## src/rtl/led_pattern_gen.sv

```systemverilog
// led_pattern_gen: turns decoded host register writes into registered red/green
// LED drive. Supports off, alternating, sync and counted-burst flashing, with a
// shared free-running prescaler, a programmable half-period and PWM brightness.
// A MODE write lands in the register file on the strobe edge and is applied to
// the phase generator / state machine one edge later, so the pins follow the
// new mode two edges after the strobe.
module led_pattern_gen #(
    parameter int DIV_W = 20,
    parameter int PWM_W = 4
) (
    input  logic       xclk,
    input  logic       GSRn,
    input  logic       cfg_wr,
    input  logic [1:0] cfg_addr,
    input  logic [7:0] cfg_data,
    output logic       red,
    output logic       green,
    output logic       busy,
    output logic       done
);

    typedef enum logic [1:0] {
        ST_OFF   = 2'd0,
        ST_RUN   = 2'd1,
        ST_BURST = 2'd2
    } state_t;

    localparam logic [1:0] ADDR_MODE   = 2'd0;
    localparam logic [1:0] ADDR_PERIOD = 2'd1;
    localparam logic [1:0] ADDR_DUTY   = 2'd2;
    localparam logic [7:0] PERIOD_RST  = 8'd50;

    // free-running counters
    logic [DIV_W-1:0] pre_cnt_q, pre_cnt_d;
    logic [PWM_W-1:0] pwm_cnt_q, pwm_cnt_d;

    // host registers
    logic [1:0]       mode_q, mode_d;
    logic [5:0]       burst_n_q, burst_n_d;
    logic [7:0]       period_q, period_d;
    logic [PWM_W-1:0] duty_q, duty_d;
    logic             mode_wr_q, mode_wr_d;

    // phase generator and state machine
    logic [7:0] per_cnt_q, per_cnt_d;
    logic       phase_q, phase_d;
    logic [5:0] bcnt_q, bcnt_d;
    state_t     state_q, state_d;

    // registered pins
    logic red_q, red_d;
    logic green_q, green_d;
    logic busy_q, busy_d;
    logic done_q, done_d;

    logic       wr_mode, wr_period, wr_duty;
    logic       tick;
    logic [7:0] per_eff;
    logic       pwm_on;
    logic       burst_done;
    logic       lit;
    logic       bursts_left;

    assign wr_mode   = cfg_wr && (cfg_addr == ADDR_MODE);
    assign wr_period = cfg_wr && (cfg_addr == ADDR_PERIOD);
    assign wr_duty   = cfg_wr && (cfg_addr == ADDR_DUTY);

    assign tick    = &pre_cnt_q;
    assign per_eff = (period_q == 8'd0) ? 8'd1 : period_q;
    assign pwm_on  = (pwm_cnt_q < duty_q);

    // A burst finishes once the completed on-phase count matches the target.
    // Any MODE write already in flight (this cycle or being applied) takes
    // priority, so completion and its done pulse are suppressed.
    assign burst_done = (state_q == ST_BURST) && (bcnt_q == burst_n_q)
                        && !wr_mode && !mode_wr_q;

    // Prescaler and PWM counters simply wrap; only GSRn clears them.
    always_comb begin
        pre_cnt_d = pre_cnt_q + DIV_W'(1);
        pwm_cnt_d = pwm_cnt_q + PWM_W'(1);
    end

    // Register file: host writes, plus mode falling back to 0 after a burst.
    always_comb begin
        mode_d    = mode_q;
        burst_n_d = burst_n_q;
        period_d  = period_q;
        duty_d    = duty_q;
        mode_wr_d = wr_mode;
        if (wr_mode) begin
            mode_d    = cfg_data[1:0];
            burst_n_d = cfg_data[7:2];
        end else if (burst_done) begin
            mode_d = 2'd0;
        end
        if (wr_period) period_d = cfg_data;
        if (wr_duty)   duty_d   = cfg_data[PWM_W-1:0];
    end

    // Phase generator and OFF/RUN/BURST sequencing. Applying a MODE write
    // restarts the half-period with the LED phase on.
    always_comb begin
        state_d   = state_q;
        per_cnt_d = per_cnt_q;
        phase_d   = phase_q;
        bcnt_d    = bcnt_q;
        if (mode_wr_q) begin
            per_cnt_d = 8'd0;
            phase_d   = 1'b1;
            bcnt_d    = 6'd0;
            case (mode_q)
                2'd0:    state_d = ST_OFF;
                2'd3:    state_d = ST_BURST;
                default: state_d = ST_RUN;
            endcase
        end else begin
            if (tick) begin
                // >= so that shrinking PERIOD below the running count
                // toggles on the very next tick instead of wrapping.
                if (per_cnt_q >= (per_eff - 8'd1)) begin
                    per_cnt_d = 8'd0;
                    phase_d   = ~phase_q;
                    if ((state_q == ST_BURST) && phase_q)
                        bcnt_d = bcnt_q + 6'd1;
                end else begin
                    per_cnt_d = per_cnt_q + 8'd1;
                end
            end
            if (burst_done) state_d = ST_OFF;
        end
    end

    // Pin values are computed from next-state values and registered.
    always_comb begin
        lit         = phase_d & pwm_on;
        // Keeps a zero-length burst dark on its single entry cycle.
        bursts_left = (bcnt_d != burst_n_q);
        red_d       = 1'b0;
        green_d     = 1'b0;
        busy_d      = (state_d != ST_OFF);
        done_d      = burst_done;
        case (state_d)
            ST_RUN: begin
                red_d   = lit;
                green_d = (mode_q == 2'd1) ? (~phase_d & pwm_on) : lit;
            end
            ST_BURST: begin
                red_d   = lit & bursts_left;
                green_d = lit & bursts_left;
            end
            default: begin
                red_d   = 1'b0;
                green_d = 1'b0;
            end
        endcase
    end

    // All state, asynchronously cleared by GSRn.
    always_ff @(posedge xclk or negedge GSRn) begin
        if (!GSRn) begin
            pre_cnt_q <= '0;
            pwm_cnt_q <= '0;
            mode_q    <= 2'd0;
            burst_n_q <= 6'd0;
            period_q  <= PERIOD_RST;
            duty_q    <= '1;
            mode_wr_q <= 1'b0;
            per_cnt_q <= 8'd0;
            phase_q   <= 1'b0;
            bcnt_q    <= 6'd0;
            state_q   <= ST_OFF;
            red_q     <= 1'b0;
            green_q   <= 1'b0;
            busy_q    <= 1'b0;
            done_q    <= 1'b0;
        end else begin
            pre_cnt_q <= pre_cnt_d;
            pwm_cnt_q <= pwm_cnt_d;
            mode_q    <= mode_d;
            burst_n_q <= burst_n_d;
            period_q  <= period_d;
            duty_q    <= duty_d;
            mode_wr_q <= mode_wr_d;
            per_cnt_q <= per_cnt_d;
            phase_q   <= phase_d;
            bcnt_q    <= bcnt_d;
            state_q   <= state_d;
            red_q     <= red_d;
            green_q   <= green_d;
            busy_q    <= busy_d;
            done_q    <= done_d;
        end
    end

    assign red   = red_q;
    assign green = green_q;
    assign busy  = busy_q;
    assign done  = done_q;

endmodule

```

## config.mk

```make
export PLATFORM = sky130hd
export DESIGN_NAME = led_pattern_gen
export DESIGN_NICKNAME = d
export VERILOG_FILES = /design/src/rtl/led_pattern_gen.sv
export SDC_FILE = /design/constraint.sdc
export NUM_CORES = 1
export LEC_CHECK = 0
export ABC_AREA = 1
export BUFFER_PORTS_ARGS = -buffer_cell sky130_fd_sc_hd__clkbuf_2
export CAP_MARGIN = 30
export CELL_PAD_IN_SITES_DETAIL_PLACEMENT = 1
export CELL_PAD_IN_SITES_GLOBAL_PLACEMENT = 2
export CORE_MARGIN = 3
export CORE_UTILIZATION = 40
export DETAILED_ROUTE_END_ITERATION = 6
export PLACE_DENSITY_LB_ADDON = 0.1
export SYNTH_ARGS = -nofsm -noshare
export SYNTH_HDL_FRONTEND = slang
export SYNTH_SLANG_ARGS = --single-unit
```

## constraint.sdc

```tcl
create_clock -name xclk -period 6.3 [get_ports xclk]
set_clock_uncertainty 0.15 [all_clocks]
set_input_delay 0.315 -clock xclk [delete_from_list [all_inputs] [get_ports xclk]]
set_output_delay 0.315 -clock xclk [all_outputs]
set_load 0.1 [all_outputs]
```

==> key figures, run 1 <==
Die
  – Site Rows: 34
  – Core Area: 0.00885 mm2
  – Die ar.: 0.0104 mm2
  – Initial Util: 0.416
  – Die width: 102 um
  – Chip height: 102 um
  – Top Ports: 17

Yosys
  – Seq/Total Area, Yosys: 0.451
  – Count of cell types in the netlist: 32
  – Synth warn: 0
  – Avg Inst Size Synth: 8.31 um2
  – Seq cells post-synth: 66
  – Post-synthesis cell area: 0.00368 mm2
  – Cell count after synthesis: 443
  – Syn nets: 477

Final layout
  – Antenna cells: 0
  – FILL cells: 1,079
  – Reg area: 0.00166 mm2
  – Multi-input gate area: 0.00174 mm2
  – Non-Filler Instances: 579
  – Final Util: 0.462
  – Area added between synthesis and finish: 11.1%
  – Layout net count: 500
  – Commonest non-fill, non-tap cells in the layout: nand2_1 (110), inv_1 (63), dfrtp_1 (59)
  – Share of cells above drive strength 1: 0.121
  – Commonest non-fill, non-tap cell in the layout: nand2_1

Setup path
  – Required @ worst endpoint: 6.37 ns
  – Most used cell, CP: nand2_1
  – CP max stage delay: 0.55 ns
  – CP Class: register to register
  – Setup crit end kind: register
  – Crit path buf inv count: 1
  – Max FO, Critical Path: 8
  – CP top delay family: simple AND/OR/NAND/NOR gates
  – Slowest cell on crit path: dfstp_2
  – Type of origin of the critical path: register
  – Crit-path cells: nor2_1 > inv_1 > nor3_1 > a21oi_1 > nand2_1 > o41ai_1 > ha_1 > a21oi_1 > o21a_1 > nand2_2 > nand2_1 > nand2_1 > nand2_1 > nand3_1 > nand2_1 > nand2_1 > nor2_1 > nand3_1 > nand2_1 > a21oi_1
  – Crit path DAT: 3.58 ns

Timing
  – Pins over their slew limit: 0
  – Unrepaired setup endpoints after global routing: false
  – Hold slack: 0.0113 ns
  – Slew @ Worst Pin: 0.841 ns
  – Final Hold Viols: 0
  – Fin crit share: 0.556
  – Fin Setup TNS: 0 ns
  – Setup violators final: 0
  – Min cycle time layout: 3.51 ns
  – Fmax: 285 MHz
  – Slew headroom: 0.439

Global route
  – Global-route wire length before repair: 14,200 um
  – GR Util All Layers: 0.174
  – Initial antenna violation count: 0
  – Largest net degree at the start of global routing: 67
  – Gr ovfl total: 0
  – Number of global-route vias before repair: 3,039

Power and ir drop
  – Leak pwr: 2.25 nW
  – Pwr dens: 258 mW/mm2
  – Maximum VDD drop: 0.000150 V

Clocking
  – Post-CTS setup buffers: 0
  – Worst-path clk slew: 0.08 ns
  – Post-CTS Hold Fix Bufs: 0
  – CTS tree: built
  – Post-CTS sizing: 0
  – Clk sinks: 66
  – CTS Buf Count: 9
  – Clock Tree Buf Depth: 2
  – H-Tree Depth: 3
  – Clk Latency, worst-skew pair: 0.33 ns
  – CTS root buf: clkbuf_8

Drt
  – Drt initial violations: 93
  – Post-DRT Antenna Nets: 0
  – Vias per cell: 4.90
  – Vias: 2,837
  – Drt wl/cell: 13.9 um
  – Detailed-router iteration count before antenna repair: 4
  – Number of remaining DRC errors: 0
  – Total Routed Length: 8040 um

Placement
  – Placed insts: 563
  – Placer Congestion: 0.753
  – Post-DP HPWL: 6180 um
  – Port bufs: 16

Status
  – Status: finished, final reports clean

Hold path
  – Hold Crit Class: input pin to asynchronous set/reset pin

Job
  – Max Cap Viol: 0
## area by class of cell
cell class | count | share of cell area
clock buffer | 10 | 0.0337
timing repair buffer | 17 | 0.0214
tap | 108 | 0.0331
sequential | 66 | 0.406
inverter | 69 | 0.0634
clock inverter | 6 | 0.0159
multi-input combinational | 303 | 0.426
## power breakdown
group	total (W)	switching, W	leakage, nW	internal (W)
clock network	0.000360	0.000166	0.103	0.000194
registers	0.000484	0.0000259	0.850	0.000458
logic	0.000211	0.000147	1.30	0.0000643
total	0.00106	0.000339	2.25	0.000717
## sequential cells by signal, indices dropped and copies added (netlist names)
signal,count
burst_n_q,6
red,1
state_q,2
per_cnt_q,8
green,1
period_q,8
mode_q,2
done,1
pre_cnt_q,20
duty_q,4
pwm_cnt_q,4
phase_q,1
mode_wr_q,1
bcnt_q,6
busy,1
## cells by family after synthesis
| kind of cell | synth area share |
|---|---|
| and+or+nand+nor | 0.243 |
| DFF | 0.451 |
| xor gates and xnor gates | 0.0833 |
| buffers and inverters | 0.0755 |
| adders and majority gates | 0.0714 |
| AOI/OAI and AO/OA | 0.0751 |
## layer usage
layer	vias up	wire length, um	share of wire	track usage
li1	1450	-	-	-
met1	1357	4020	0.50	0.232
met2	22	3790	0.47	0.291
met3	8	150	0.019	0.0307
met4	0	85	0.011	0.0484
met5	-	0	0	0
## path summary, 6_finish.rpt
kind	startpoint	slack, ns	end	cells after the start
worst min-delay path	GSRn	0.01	pre_cnt_q[17]	2
min in group xclk	cfg_data[4]	0.07	period_q[4]	3
max in group asynchronous	GSRn	5.43	mode_q[1]	2
worst max-delay path	period_q[4]	2.79	red	20
worst min register to register	pre_cnt_q[0]	0.30	pre_cnt_q[0]	1
worst max register to register	period_q[4]	2.79	red	20
## stage by stage
stage / setup WS [ns] / total power [W] / instance area [um2]
3_5_place_dp: 2.73 / 0.000705 / 3880
6_report: 2.79 / 0.00106 / 4090
3_3_place_gp: 2.94 / 0.000695 / 3880
5_1_grt: 2.32 / 0.00113 / 4090
2_1_floorplan: 3.31 / 0.000642 / 3680
4_1_cts: 2.73 / 0.00107 / 4090
## worst reg2reg max path, cell delays in order (launching register included)
cell and delay, ns:
dfstp_2 0.55, nor2_1 0.04, inv_1 0.09, nor3_1 0.07
a21oi_1 0.25, nand2_1 0.16, o41ai_1 0.32, ha_1 0.31
a21oi_1 0.15, o21a_1 0.27, nand2_2 0.17, nand2_1 0.10
nand2_1 0.05, nand2_1 0.07, nand3_1 0.10, nand2_1 0.09
nand2_1 0.05, nor2_1 0.13, nand3_1 0.10, nand2_1 0.10
a21oi_1 0.07
## synth_stat cells
| library cell | count | area [um2] |
|---|---|---|
| nand2_1 | 110 | 413 |
| inv_1 | 63 | 236 |
| dfrtp_1 | 59 | 1480 |
| nand3_1 | 32 | 160 |
| nor2_1 | 27 | 101 |
| o21ai_0 | 26 | 130 |
| ha_1 | 21 | 263 |
| xor2_1 | 19 | 166 |
| xnor2_1 | 16 | 140 |
| a21oi_1 | 12 | 60.1 |
| nand4_1 | 9 | 56.3 |
| dfstp_2 | 7 | 184 |
| nor3_1 | 6 | 30.0 |
| clkbuf_1 | 5 | 18.8 |
| inv_2 | 4 | 15.0 |
| nand2_4 | 3 | 33.8 |
| nand3b_1 | 3 | 22.5 |
| nor2_2 | 3 | 18.8 |
| a21o_1 | 2 | 15.0 |
| a21oi_2 | 2 | 17.5 |
| clkinv_1 | 2 | 7.51 |
| nor2_8 | 2 | 40.0 |
| a31oi_1 | 1 | 6.26 |
| nand2_2 | 1 | 6.26 |
| nor3b_1 | 1 | 7.51 |
| nor4_1 | 1 | 6.26 |
| o21a_1 | 1 | 7.51 |
| o21ai_1 | 1 | 5.00 |
| o21ai_2 | 1 | 8.76 |
| o21bai_2 | 1 | 11.3 |
| o22ai_1 | 1 | 6.26 |
| o41ai_1 | 1 | 8.76 |
(Power assumes the default switching activity.)
==> run 2, diff against run 1 <==
--- a/config.mk
+++ b/config.mk
@@ -11,7 +11,7 @@
 export CELL_PAD_IN_SITES_DETAIL_PLACEMENT = 1
 export CELL_PAD_IN_SITES_GLOBAL_PLACEMENT = 2
 export CORE_MARGIN = 3
-export CORE_UTILIZATION = 40
+export CORE_UTILIZATION = 38
 export DETAILED_ROUTE_END_ITERATION = 6
 export PLACE_DENSITY_LB_ADDON = 0.1
 export SYNTH_ARGS = -nofsm -noshare
==> constraint.sdc (replaced) <==
create_clock -name xclk -period 3.6 [get_ports xclk]
set_clock_uncertainty 0.15 [all_clocks]
set_input_delay 0.18 -clock xclk [delete_from_list [all_inputs] [get_ports xclk]]
set_output_delay 0.18 -clock xclk [all_outputs]
set_load 0.1 [all_outputs]
==> key figures, run 2 (synthesis gave the netlist of run 1 again) <==
Status
  – Status: finished, final reports clean

Die
  – Site Rows: 35
  – Die ar.: 0.0109 mm2
  – Chip height: 104 um
  – Initial Util: 0.395
  – Die width: 104 um
  – Core Area: 0.00933 mm2
  – Top Ports: 17

Placement
  – Placer Congestion: 0.751
  – Placed insts: 585
  – Port bufs: 16
  – Post-DP HPWL: 6270 um
  – Post-DP Area: 0.00392 mm2
  – Pre-CTS setup slack: 0.0973 ns

Setup path
  – Crit path buf inv count: 3
  – RR Startpoint: period_q[4]
  – Type of origin of the critical path: register
  – Slowest cell on crit path: dfstp_2
  – Max FO, Critical Path: 4
  – Required @ worst endpoint: 3.67 ns
  – Crit-path cells: nor2_1 > inv_1 > nor3_2 > a21oi_2 > ha_2 > nand2_1 > xnor2_1 > inv_1 > ha_1 > nand2_1 > o21a_2 > buf_4 > nand3_1 > nand2_1 > nand2_1 > nand3_1 > nand2_1 > nand2_1 > nor2_1 > nand3_1 > nand2_1 > a21oi_1
  – Register-to-register setup slack: 0.34 ns
  – Setup crit end kind: register
  – CP top delay family: simple AND/OR/NAND/NOR gates
  – Most used cell, CP: nand2_1
  – CP Class: register to register
  – Crit path DAT: 3.33 ns
  – R2r worst-path depth: 22
  – CP max stage delay: 0.55 ns
  – Reg2reg end: red

Timing
  – Final Hold Viols: 0
  – Setup violators final: 0
  – Fmax: 307 MHz
  – Slew headroom: 0.409
  – Unrepaired setup endpoints after global routing: false
  – Final worst slack: 0.339 ns
  – Slew @ Worst Pin: 0.887 ns
  – Min cycle time layout: 3.26 ns
  – Fin crit share: 0.906
  – Pins over their slew limit: 0
  – Fin Setup TNS: 0 ns

Final layout
  – Reg area: 0.00166 mm2
  – Area added between synthesis and finish: 14.5%
  – Layout net count: 508
  – Commonest non-fill, non-tap cells in the layout: nand2_1 (109), inv_1 (63), dfrtp_1 (59)
  – Antenna cells: 0
  – Non-Filler Instances: 608
  – Most flops, register: pre_cnt_q
  – Max reg flops: 20
  – Commonest non-fill, non-tap cell in the layout: nand2_1
  – Final Util: 0.452
  – Fin area: 0.00421 mm2
  – Top Registers: pre_cnt_q (20), per_cnt_q (8), period_q (8)
  – FILL cells: 1,120
  – Share of cells above drive strength 1: 0.136
  – Multi-input gate area: 0.00177 mm2

Clocking
  – H-Tree Depth: 3
  – Clk Latency, worst-skew pair: 0.34 ns
  – CTS root buf: clkbuf_8
  – Worst-path clk slew: 0.08 ns
  – Clk sinks: 66
  – Clock Tree Buf Depth: 2
  – CTS Buf Count: 9
  – CTS tree: built

Drt
  – Vias: 2,871
  – Detailed-router iteration count before antenna repair: 4
  – Drt wl/cell: 13.3 um
  – Drt initial violations: 98
  – Number of remaining DRC errors: 0
  – Total Routed Length: 8060 um
  – Vias per cell: 4.72
  – Post-DRT Antenna Nets: 0

Power and ir drop
  – Switching Power: 0.000614 W
  – Comb pwr share: 0.200
  – Pwr dens: 442 mW/mm2
  – Fraction of power consumed by sequential logic: 0.456
  – Switching Fraction: 0.330
  – Internal: 0.00125 W
  – Clk network pwr share: 0.344
  – Maximum VDD drop: 0.000210 V
  – Leak pwr: 2.29 nW

Global route
  – GR Util All Layers: 0.164
  – Met3 Usage GRT: 0.0248
  – GRT busiest layer: met2
  – Initial antenna violation count: 0
  – Number of global-route vias before repair: 3,063
  – Largest net degree at the start of global routing: 40
  – Global-route wire length before repair: 14,500 um
  – Global Route met1 Usage: 0.223
  – Gr ovfl total: 0
  – Met2 Usage GRT: 0.271

Hold path
  – Hold path depth: 3
  – Hold Crit Class: input pin to register
  – Hold path endpoint: duty_q[1]
  – HP Start: cfg_data[1]

Job
  – Max Cap Viol: 0
run 2: cell types whose count changed in the layout (fill, tap and decap cells not counted), sizes merged:
| cell | previous run | this run |
|---|---|---|
| buf | 2 | 4 |
| clkbuf | 25 | 24 |
| clkinvlp | 1 | 0 |
| dlygate4sd3 | 0 | 6 |
| inv | 68 | 70 |
run 2: how the worst max path moves through the flow:
stage                 from   to  slack, ns  depth (start not counted)
2_1_floorplan  period_q[4]  red       0.61                         21
3_3_place_gp   period_q[4]  red       0.23                         20
3_5_place_dp   period_q[4]  red        0.1                         20
4_1_cts        period_q[4]  red       0.08                         20
5_1_grt        period_q[4]  red       0.03                         22
6_report       period_q[4]  red       0.34                         22
run 2: power by group through the flow:
stage               clock network, W  registers (W)  logic (W)
floorplan                          0       0.000919   0.000203
global placement                   0       0.000861   0.000358
detailed placement                 0       0.000862   0.000367
CTS                         0.000662       0.000849   0.000374
global route                0.000697       0.000858   0.000432
finish                      0.000641       0.000849   0.000371
run 2: per-layer routing:
| metal | routed length (um) | up-vias | share of wire |
|---|---|---|---|
| met5 | 0 | - | 0 |
| met4 | 80 | 0 | 0.0099 |
| met3 | 182 | 7 | 0.023 |
| met2 | 3810 | 26 | 0.47 |
| met1 | 3990 | 1367 | 0.49 |
| li1 | - | 1471 | - |
run 2: area by class of cell:
| class | instances | area share |
|---|---|---|
| Timing Repair Buffer | 25 | 0.0386 |
| Clock inverter | 7 | 0.0178 |
| Inverter | 69 | 0.0615 |
| Sequential cell | 66 | 0.394 |
| Tap cell | 129 | 0.0383 |
| Clock buffer | 9 | 0.0294 |
| Multi-Input combinational cell | 303 | 0.420 |
run 2: worst register-to-register path: stages, from the launching register on:
cell     delay [ns]
dfstp_2        0.55
nor2_1         0.04
inv_1          0.11
nor3_2         0.06
a21oi_2        0.19
ha_2           0.23
nand2_1        0.07
xnor2_1        0.14
inv_1          0.06
ha_1           0.27
nand2_1        0.06
o21a_2         0.23
buf_4          0.15
nand3_1        0.08
nand2_1        0.06
nand2_1        0.09
nand3_1        0.10
nand2_1        0.09
nand2_1        0.05
nor2_1         0.11
nand3_1        0.10
nand2_1        0.10
a21oi_1        0.08
run 2: timing repair:
action / in CTS / in global routing
setup endpoints to repair: 0 / 6
hold buffers: 6 / 0
hold endpoints to repair: 40 / 0
gates resized for setup: 0 / 7
setup buffers: 0 / 1
run 2: per-stage QoR:
stage,hold slack [ns],total power [W]
final,0.0138,0.00186
after global routing,0.0160,0.00199
after CTS,0.000361,0.00188
after detailed placement,0.204,0.00123
after global placement,0.210,0.00122
after floorplan,-0.266,0.00112
